`src/rtl/io_uart_pkg.sv`:
```
// Shared definitions for the io_uart peripheral: register map, STATUS bit
// positions, serialiser/deserialiser state encodings and the divisor default.
package io_uart_pkg;

  // Register offsets relative to the peripheral base address
  localparam logic [1:0] REG_DATA   = 2'd0;
  localparam logic [1:0] REG_STATUS = 2'd1;
  localparam logic [1:0] REG_DIVLO  = 2'd2;
  localparam logic [1:0] REG_DIVHI  = 2'd3;

  // STATUS register bit positions
  localparam int ST_RX_AVAIL   = 0;
  localparam int ST_TX_FULL    = 1;
  localparam int ST_TX_IDLE    = 2;
  localparam int ST_RX_OVERRUN = 3;
  localparam int ST_FRAME_ERR  = 4;

  // Reset divisor: bit period is divisor+1 clocks
  localparam logic [15:0] DIV_RESET_DEFAULT = 16'd433;

  typedef enum logic [1:0] {
    TX_IDLE  = 2'd0,
    TX_START = 2'd1,
    TX_DATA  = 2'd2,
    TX_STOP  = 2'd3
  } txState_t;

  typedef enum logic [1:0] {
    RX_IDLE  = 2'd0,
    RX_START = 2'd1,
    RX_DATA  = 2'd2,
    RX_STOP  = 2'd3
  } rxState_t;

endpackage

```
`src/rtl/io_fifo.sv`:
```
// Small synchronous FIFO. A push into a full FIFO is dropped unless a pop
// happens in the same cycle; a pop from an empty FIFO is ignored.
module io_fifo #(
  parameter int DEPTH = 4,
  parameter int WIDTH = 8
) (
  input  logic             i_clk,
  input  logic             i_resetN,
  input  logic             i_push,
  input  logic             i_pop,
  input  logic [WIDTH-1:0] i_data,
  output logic [WIDTH-1:0] o_head,
  output logic             o_full,
  output logic             o_empty
);

  localparam int AW = (DEPTH > 1) ? $clog2(DEPTH) : 1;
  localparam int CW = AW + 1;
  localparam logic [CW-1:0] FULL_CNT = CW'(DEPTH);

  logic [WIDTH-1:0] mem [DEPTH];
  logic [AW-1:0]    wrPtr;
  logic [AW-1:0]    rdPtr;
  logic [CW-1:0]    count;
  logic             popOk;
  logic             pushOk;

  assign o_full  = (count == FULL_CNT);
  assign o_empty = (count == '0);
  assign o_head  = mem[rdPtr];
  assign popOk   = i_pop && !o_empty;
  // A same-cycle pop frees the slot, so a full FIFO still accepts the push
  assign pushOk  = i_push && (!o_full || popOk);

  // Pointer and occupancy bookkeeping
  always_ff @(posedge i_clk or negedge i_resetN) begin
    if (!i_resetN) begin
      wrPtr <= '0;
      rdPtr <= '0;
      count <= '0;
    end else begin
      if (pushOk) wrPtr <= wrPtr + AW'(1);
      if (popOk)  rdPtr <= rdPtr + AW'(1);
      if (pushOk && !popOk)      count <= count + CW'(1);
      else if (popOk && !pushOk) count <= count - CW'(1);
    end
  end

  // Storage array needs no reset; the pointers define what is valid
  always_ff @(posedge i_clk) begin
    if (pushOk) mem[wrPtr] <= i_data;
  end

endmodule

```
`src/rtl/io_uart.sv`:
```
// Memory-mapped 8N1 UART on the CPU IO port: register decode, TX/RX FIFOs,
// serialiser and deserialiser with a programmable baud divisor.
// Bus handshake: a write acts once on the first cycle write-active is seen;
// a read returns data combinationally while read-active and its side effects
// (DATA pop, STATUS sticky clear) fire on the cycle after read-active falls.
module io_uart
  import io_uart_pkg::*;
#(
  parameter logic [7:0]  P_BASE      = 8'h00,
  parameter int          P_DEPTH     = 4,
  parameter logic [15:0] P_DIV_RESET = DIV_RESET_DEFAULT
) (
  input  logic       i_clk,
  input  logic       i_resetN,
  input  logic       i_ioSelect,
  input  logic [7:0] i_ioAddress,
  input  logic       i_ioNOE,
  input  logic       i_ioNWE,
  input  logic [7:0] i_data,
  output logic [7:0] o_data,
  output logic       o_dataEn,
  input  logic       i_rx,
  output logic       o_tx,
  output logic       o_irq
);

  // ---------------- bus decode ----------------
  logic [7:0] regOff;
  logic       hit, readAct, writeAct, writeActQ, writeEdge;
  logic       readActQ, readFall;
  logic [1:0] readOffQ;
  logic [15:0] divReg;
  logic       rxOverrun, frameErr;

  assign regOff    = i_ioAddress - P_BASE;
  assign hit       = i_ioSelect && (regOff < 8'd4);
  assign readAct   = hit && !i_ioNOE;
  assign writeAct  = hit && !i_ioNWE;
  assign writeEdge = writeAct && !writeActQ;
  assign readFall  = readActQ && !readAct;

  // FIFO wiring
  logic       txPush, txPop, txFull, txEmpty;
  logic [7:0] txHead;
  logic       rxPush, rxPopReq, rxFull, rxEmpty;
  logic [7:0] rxHead, rxShift;

  assign txPush   = writeEdge && (regOff[1:0] == REG_DATA);
  assign rxPopReq = readFall && (readOffQ == REG_DATA) && !rxEmpty;

  io_fifo #(.DEPTH(P_DEPTH), .WIDTH(8)) u_txFifo (
    .i_clk(i_clk), .i_resetN(i_resetN), .i_push(txPush), .i_pop(txPop),
    .i_data(i_data), .o_head(txHead), .o_full(txFull), .o_empty(txEmpty)
  );

  io_fifo #(.DEPTH(P_DEPTH), .WIDTH(8)) u_rxFifo (
    .i_clk(i_clk), .i_resetN(i_resetN), .i_push(rxPush), .i_pop(rxPopReq),
    .i_data(rxShift), .o_head(rxHead), .o_full(rxFull), .o_empty(rxEmpty)
  );

  // Strobe history for once-per-access side effects, and divisor writes
  always_ff @(posedge i_clk or negedge i_resetN) begin
    if (!i_resetN) begin
      writeActQ <= 1'b0;
      readActQ  <= 1'b0;
      readOffQ  <= REG_DATA;
      divReg    <= P_DIV_RESET;
    end else begin
      writeActQ <= writeAct;
      readActQ  <= readAct;
      if (readAct) readOffQ <= regOff[1:0];
      if (writeEdge && (regOff[1:0] == REG_DIVLO)) divReg[7:0]  <= i_data;
      if (writeEdge && (regOff[1:0] == REG_DIVHI)) divReg[15:8] <= i_data;
    end
  end

  // ---------------- TX serialiser ----------------
  txState_t   txState, txStateNext;
  logic [15:0] txCnt, txCntNext, txDiv, txDivNext;
  logic [2:0]  txBit, txBitNext;
  logic [7:0]  txShift, txShiftNext;
  logic        txBitDone, txIdle;

  assign txBitDone = (txCnt == txDiv);
  assign txIdle    = txEmpty && (txState == TX_IDLE);

  // TX state and datapath registers
  always_ff @(posedge i_clk or negedge i_resetN) begin
    if (!i_resetN) begin
      txState <= TX_IDLE;
      txCnt   <= '0;
      txDiv   <= '0;
      txBit   <= '0;
      txShift <= '0;
    end else begin
      txState <= txStateNext;
      txCnt   <= txCntNext;
      txDiv   <= txDivNext;
      txBit   <= txBitNext;
      txShift <= txShiftNext;
    end
  end

  // TX next-state: pop a byte, then start bit, 8 data bits LSB first, stop bit
  always_comb begin
    txStateNext = txState;
    txCntNext   = txCnt;
    txDivNext   = txDiv;
    txBitNext   = txBit;
    txShiftNext = txShift;
    txPop       = 1'b0;
    case (txState)
      TX_IDLE: begin
        if (!txEmpty) begin
          txPop       = 1'b1;
          txDivNext   = divReg;
          txShiftNext = txHead;
          txCntNext   = '0;
          txBitNext   = '0;
          txStateNext = TX_START;
        end
      end
      TX_START: begin
        if (txBitDone) begin
          txCntNext   = '0;
          txStateNext = TX_DATA;
        end else txCntNext = txCnt + 16'd1;
      end
      TX_DATA: begin
        if (txBitDone) begin
          txCntNext   = '0;
          txShiftNext = {1'b0, txShift[7:1]};
          txBitNext   = txBit + 3'd1;
          if (txBit == 3'd7) txStateNext = TX_STOP;
        end else txCntNext = txCnt + 16'd1;
      end
      TX_STOP: begin
        if (txBitDone) begin
          txCntNext   = '0;
          txStateNext = TX_IDLE;
        end else txCntNext = txCnt + 16'd1;
      end
      default: txStateNext = TX_IDLE;
    endcase
  end

  // Line level follows state directly so a reset forces it high at once
  always_comb begin
    o_tx = 1'b1;
    if (txState == TX_START)     o_tx = 1'b0;
    else if (txState == TX_DATA) o_tx = txShift[0];
  end

  // ---------------- RX deserialiser ----------------
  rxState_t   rxState, rxStateNext;
  logic        rxSync1, rxSync2, rxPrev;
  logic [15:0] rxCnt, rxCntNext, rxDiv, rxDivNext;
  logic [2:0]  rxBit, rxBitNext;
  logic [7:0]  rxShiftNext;
  logic        overrunSet, frameErrSet;

  // Two-flop synchroniser plus previous-sample flop for edge detection
  always_ff @(posedge i_clk or negedge i_resetN) begin
    if (!i_resetN) begin
      rxSync1 <= 1'b1;
      rxSync2 <= 1'b1;
      rxPrev  <= 1'b1;
    end else begin
      rxSync1 <= i_rx;
      rxSync2 <= rxSync1;
      rxPrev  <= rxSync2;
    end
  end

  // RX state and datapath registers
  always_ff @(posedge i_clk or negedge i_resetN) begin
    if (!i_resetN) begin
      rxState <= RX_IDLE;
      rxCnt   <= '0;
      rxDiv   <= '0;
      rxBit   <= '0;
      rxShift <= '0;
    end else begin
      rxState <= rxStateNext;
      rxCnt   <= rxCntNext;
      rxDiv   <= rxDivNext;
      rxBit   <= rxBitNext;
      rxShift <= rxShiftNext;
    end
  end

  // RX next-state: falling edge, mid-start check, 8 samples, stop-bit verdict
  always_comb begin
    rxStateNext = rxState;
    rxCntNext   = rxCnt;
    rxDivNext   = rxDiv;
    rxBitNext   = rxBit;
    rxShiftNext = rxShift;
    rxPush      = 1'b0;
    overrunSet  = 1'b0;
    frameErrSet = 1'b0;
    case (rxState)
      RX_IDLE: begin
        if (rxPrev && !rxSync2) begin
          rxDivNext   = divReg;
          rxCntNext   = '0;
          rxBitNext   = '0;
          rxStateNext = RX_START;
        end
      end
      RX_START: begin
        if (rxCnt == (rxDiv >> 1)) begin
          rxCntNext   = '0;
          // A start bit that is high again by mid-bit was only a glitch
          rxStateNext = rxSync2 ? RX_IDLE : RX_DATA;
        end else rxCntNext = rxCnt + 16'd1;
      end
      RX_DATA: begin
        if (rxCnt == rxDiv) begin
          rxCntNext   = '0;
          rxShiftNext = {rxSync2, rxShift[7:1]};
          rxBitNext   = rxBit + 3'd1;
          if (rxBit == 3'd7) rxStateNext = RX_STOP;
        end else rxCntNext = rxCnt + 16'd1;
      end
      RX_STOP: begin
        if (rxCnt == rxDiv) begin
          rxCntNext   = '0;
          rxStateNext = RX_IDLE;
          if (rxSync2) begin
            rxPush = 1'b1;
            if (rxFull && !rxPopReq) overrunSet = 1'b1;
          end else frameErrSet = 1'b1;
        end else rxCntNext = rxCnt + 16'd1;
      end
      default: rxStateNext = RX_IDLE;
    endcase
  end

  // Sticky error flags: a new error in the clearing cycle wins
  always_ff @(posedge i_clk or negedge i_resetN) begin
    if (!i_resetN) begin
      rxOverrun <= 1'b0;
      frameErr  <= 1'b0;
    end else begin
      if (overrunSet) rxOverrun <= 1'b1;
      else if (readFall && (readOffQ == REG_STATUS)) rxOverrun <= 1'b0;
      if (frameErrSet) frameErr <= 1'b1;
      else if (readFall && (readOffQ == REG_STATUS)) frameErr <= 1'b0;
    end
  end

  // ---------------- read mux ----------------
  logic [7:0] statusVal;

  always_comb begin
    statusVal = 8'h00;
    statusVal[ST_RX_AVAIL]   = !rxEmpty;
    statusVal[ST_TX_FULL]    = txFull;
    statusVal[ST_TX_IDLE]    = txIdle;
    statusVal[ST_RX_OVERRUN] = rxOverrun;
    statusVal[ST_FRAME_ERR]  = frameErr;
  end

  // Combinational read data, zero whenever the bus is not reading us
  always_comb begin
    o_data = 8'h00;
    if (readAct) begin
      case (regOff[1:0])
        REG_DATA:   o_data = rxEmpty ? 8'h00 : rxHead;
        REG_STATUS: o_data = statusVal;
        REG_DIVLO:  o_data = divReg[7:0];
        REG_DIVHI:  o_data = divReg[15:8];
        default:    o_data = 8'h00;
      endcase
    end
  end

  assign o_dataEn = readAct;
  assign o_irq    = !rxEmpty;

endmodule

```
`config.mk`:
```
export PLATFORM = sky130hd
export DESIGN_NAME = io_uart
export DESIGN_NICKNAME = d
export VERILOG_FILES = /design/src/rtl/io_uart_pkg.sv /design/src/rtl/io_fifo.sv /design/src/rtl/io_uart.sv
export SDC_FILE = /design/constraint.sdc
export NUM_CORES = 1
export LEC_CHECK = 0
export CAP_MARGIN = 20
export CORE_ASPECT_RATIO = 0.8
export CORE_UTILIZATION = 30
export CTS_BUF_LIST = sky130_fd_sc_hd__clkbuf_4 sky130_fd_sc_hd__clkbuf_8
export DETAILED_ROUTE_END_ITERATION = 8
export GPL_TIMING_DRIVEN = 0
export PLACE_DENSITY_LB_ADDON = 0.05
export SYNTH_ARGS = -nofsm -noshare
export SYNTH_HDL_FRONTEND = slang
export SYNTH_SLANG_ARGS = --single-unit
```
`constraint.sdc`:
```
create_clock -name i_clk -period 3.45 [get_ports i_clk]
set_input_delay 1.035 -clock i_clk [delete_from_list [all_inputs] [get_ports i_clk]]
set_output_delay 1.035 -clock i_clk [all_outputs]
set_load 0.05 [all_outputs]
```
==> results.txt <==
From synthesis to final layout, the design area changed by 15.8%. Summing every instance area after synthesis gives 9100 um2. The number of cell instances on the worst register-to-register path works out to 12. The worst min-delay path endpoint was rxSync2. The share of async-settable or async-resettable flops after synthesis is 0.668, and the TritonCTS buffer count is 17. The critical register-to-register path endpoint is u_rxFifo.count[2]. The tools report the maximum VDD drop as 262 uV. Across all setup checks in the final design, the least slack found is 77.6 ps. The clock transition at the register clock pins on the worst setup and hold paths after CTS came out at 90 ps.

Portion of the clock cycle consumed by the worst path in the final layout: 0.978. sky130_fd_sc_hd__dfrtp_1 is the most common cell in the netlist. The share of synthesized area occupied by flip-flops and latches was 0.567. The die is 197 um wide.

The synthesis-stage register bit count came out at 193. The run gives 80 as the pin count of the biggest net entering global routing. Source of the worst hold timing path: rxSync1.

The post-detailed-route DRC marker count was 0; the area enclosed by the die boundary was 31,000 um2. The actual transition at the worst max-transition pin is 822 ps, and the routed wirelength normalized by instance count is 18.0 um. The effective utilization at floorplan came out at 0.308.

The tools report the largest clock skew in the final design as 22.9 ps. After clock tree synthesis, the flow added hold-fix buffers numbering 0. The post-detailed-placement half-perimeter wirelength is 15,200 um. TritonCTS built the clock tree. The tools report the hold violation count in the final report as 0.

Across the run, the number of max-cap violations was 0. A synthesized cell averages 12.5 um2. Summed over all cells, the static leakage comes to 4.47 nW. Among all flip-flop cells after synthesis, the most frequent one is sky130_fd_sc_hd__dfrtp_1. The first-pass GRT wire length was 34,800 um. The count of flip-flops with a built-in enable after synthesis was 64.

The flow ran to the end, and the final reports show no timing, DRC or antenna violations. The final number of setup-violating endpoints was 0. The clock latency at the later pin of the worst-skew pair was 470 ps; the total length of routed wires was 21,600 um.

For this block, the initial DRC count from the detailed router was 358. The tools report the element type at the critical path end as a primary output. The run gives 0.448 as the normalized max-slew margin.

The number of different library cells in the post-synthesis netlist was 61. For the worst path required time, the log shows 2410 ps. The power density over the cells was 667 nW/um2. In this run the worst path has a maximum fanout of 5. The category of the worst setup path launch point is an input port. The area share of the largest cell type after synthesis is 0.333. The data arrival time at the worst-slack endpoint came out at 2340 ps. By count the netlist is led by sky130_fd_sc_hd__dfrtp_1 (121), sky130_fd_sc_hd__nand2_1 (86), sky130_fd_sc_hd__edfxtp_1 (64), sky130_fd_sc_hd__mux2_2 (56), sky130_fd_sc_hd__xor2_1 (37).

The count of cells along the worst hold path works out to 0. Maximum operating frequency: 297 MHz. The die span in y was 158 um; the number of warnings issued by yosys was 0.

At the end of routability-driven placement, the weighted congestion stood at 0.756. Vias per cell: 4.73. The floorplan step defined a core boundary enclosing 29,600 um2.

For the number of slew-limit violations in the final report, the log shows 0. In this run the remaining antenna-violating nets after routing total 0. By area the synthesized netlist is led by sky130_fd_sc_hd__dfrtp_1 (33%), sky130_fd_sc_hd__edfxtp_1 (21%), sky130_fd_sc_hd__mux2_2 (6.9%).

Pin placement for this block handled 33 I/O pins. In this run the clock root is driven by a sky130_fd_sc_hd__clkbuf_8. Buffers placed on the I/O ports in this run total 30. The worst register-to-register path has a setup slack of 280 ps.

The H-tree was split into 4 levels. The logs give 730 for the synthesized instance count and -1110 ps for the post-place setup slack. The number of antenna diodes in the final layout is 0. For this run, the detailed router's first-pass iteration total came to 5. In this run the critical register-to-register path is launched from rxCnt[7]. The total number of vias was 5,681; the number of nets produced by synthesis was 775. The floorplan has 56 rows. Summed over all instances, the cell type with the most area after synthesis is sky130_fd_sc_hd__dfrtp_1.

The number of buffers between clock root and the deepest sink was 2. The number of clock sinks was 193. At the end of the flow, the number of nets in the layout was 828. The design draws 7.03 mW. Setup repair after global routing could not meet its margin everywhere.

After global routing the overflow that remains totals 0. The number of antenna violations at the first check in global routing is 0, and the clock period minus worst slack is 3370 ps. The utilization of the core after routing is 0.356, and the fraction of layout cells with a size suffix above 1 is 0.234.

For the global-route usage over all layers, the log shows 0.149. The run gives 5,923 as the via count of the first global-routing pass. In this run the worst hold path is classified as register to register. The worst setup path is of the input port to primary output kind.
[cell families after synthesis]
| kind of cell | Yosys count | synth area share |
|---|---|---|
| AO/OA/AOI/OAI | 96 | 0.0688 |
| AND/OR/NAND/NOR | 215 | 0.118 |
| multiplexers | 85 | 0.124 |
| XOR/XNOR | 63 | 0.0607 |
| buffers and inverters | 55 | 0.0271 |
| flip-flops | 193 | 0.567 |
| adder cells (fa/ha/maj) | 23 | 0.0333 |
[final cells by class]
class / instances / area (um2)
Fill cell: 2902 / 19000
Clock buffer: 18 / 241
Clock inverter: 14 / 148
Buffer: 30 / 196
Inverter: 21 / 78.8
Sequential cell: 193 / 5160
Timing Repair Buffer: 38 / 367
Tap cell: 406 / 508
Multi-Input combinational cell: 482 / 3830
[placed cells by master, fill, tap and decap left out, types with 20 or more instances in the layout]
cell,instances
sky130_fd_sc_hd__nor2_1,23
sky130_fd_sc_hd__xnor2_1,26
sky130_fd_sc_hd__nand3_1,28
sky130_fd_sc_hd__xor2_1,37
sky130_fd_sc_hd__edfxtp_1,64
sky130_fd_sc_hd__a21oi_1,26
sky130_fd_sc_hd__o21ai_0,20
sky130_fd_sc_hd__dfrtp_1,121
sky130_fd_sc_hd__nand2_1,85
sky130_fd_sc_hd__mux2_2,56
sky130_fd_sc_hd__inv_1,21
[how the worst max path moves through the flow]
stage	slack, ps	to	depth (start not counted)	start
2_1_floorplan	-30	o_data[1]	6	i_ioAddress[4]
3_3_place_gp	-4170	txShift[4]	1	i_resetN
3_5_place_dp	-1110	o_data[1]	8	i_ioAddress[4]
4_1_cts	6	o_data[4]	7	i_ioAddress[3]
5_1_grt	-40	o_data[1]	6	i_ioAddress[0]
6_report	80	o_data[4]	7	i_ioAddress[3]
[timing repair]
action | CTS | global route
gates cloned | 1 | 0
setup endpoints to repair | 12 | 10
pin swaps | 6 | 4
gates resized for setup | 89 | 8
buffers inserted | 4 | 0
[stage by stage]
stage	area (um2)	hold WS, ps	TNS, ps	instances
floorplan	9210	345	-29.3	730
global placement	10000	349	-538790	1166
detailed placement	10000	353	-18860	1168
CTS	10500	367	0	1201
global route	10500	371	-38.7	1202
finish	10500	368	0	1202
[routing by layer]
metal	share of wire	track usage
met1	0.50	0.206
met2	0.47	0.242
met3	0.022	0.0268
met4	0.0080	0.0347
met5	0	0
[power breakdown]
part	total, mW	switching [mW]	internal [mW]
Clock	1.49	0.881	0.605
Sequential	3.04	0.305	2.74
Combinational	2.50	1.43	1.07
Total	7.03	2.61	4.41
[worst max-delay path: stages]
cell	delay, ps
sky130_fd_sc_hd__buf_2	110
sky130_fd_sc_hd__nor4b_4	250
sky130_fd_sc_hd__nand2_2	80
sky130_fd_sc_hd__or2_4	270
sky130_fd_sc_hd__clkbuf_16	180
sky130_fd_sc_hd__a211oi_4	200
sky130_fd_sc_hd__buf_6	200
[flip-flops by register name (all words and copies together) (netlist names), 2 cells and up, named ones only]
register / flops
rxCnt: 16
u_rxFifo.rdPtr: 2
rxDiv: 16
txBit: 3
txShift: 8
u_txFifo.rdPtr: 2
u_rxFifo.count: 3
u_txFifo.wrPtr: 2
readOffQ: 2
txState: 2
u_txFifo.mem: 32
txCnt: 16
divReg: 16
u_rxFifo.wrPtr: 2
rxShift: 8
txDiv: 16
rxBit: 3
u_txFifo.count: 3
u_rxFifo.mem: 32
(Power assumes the default switching activity.)
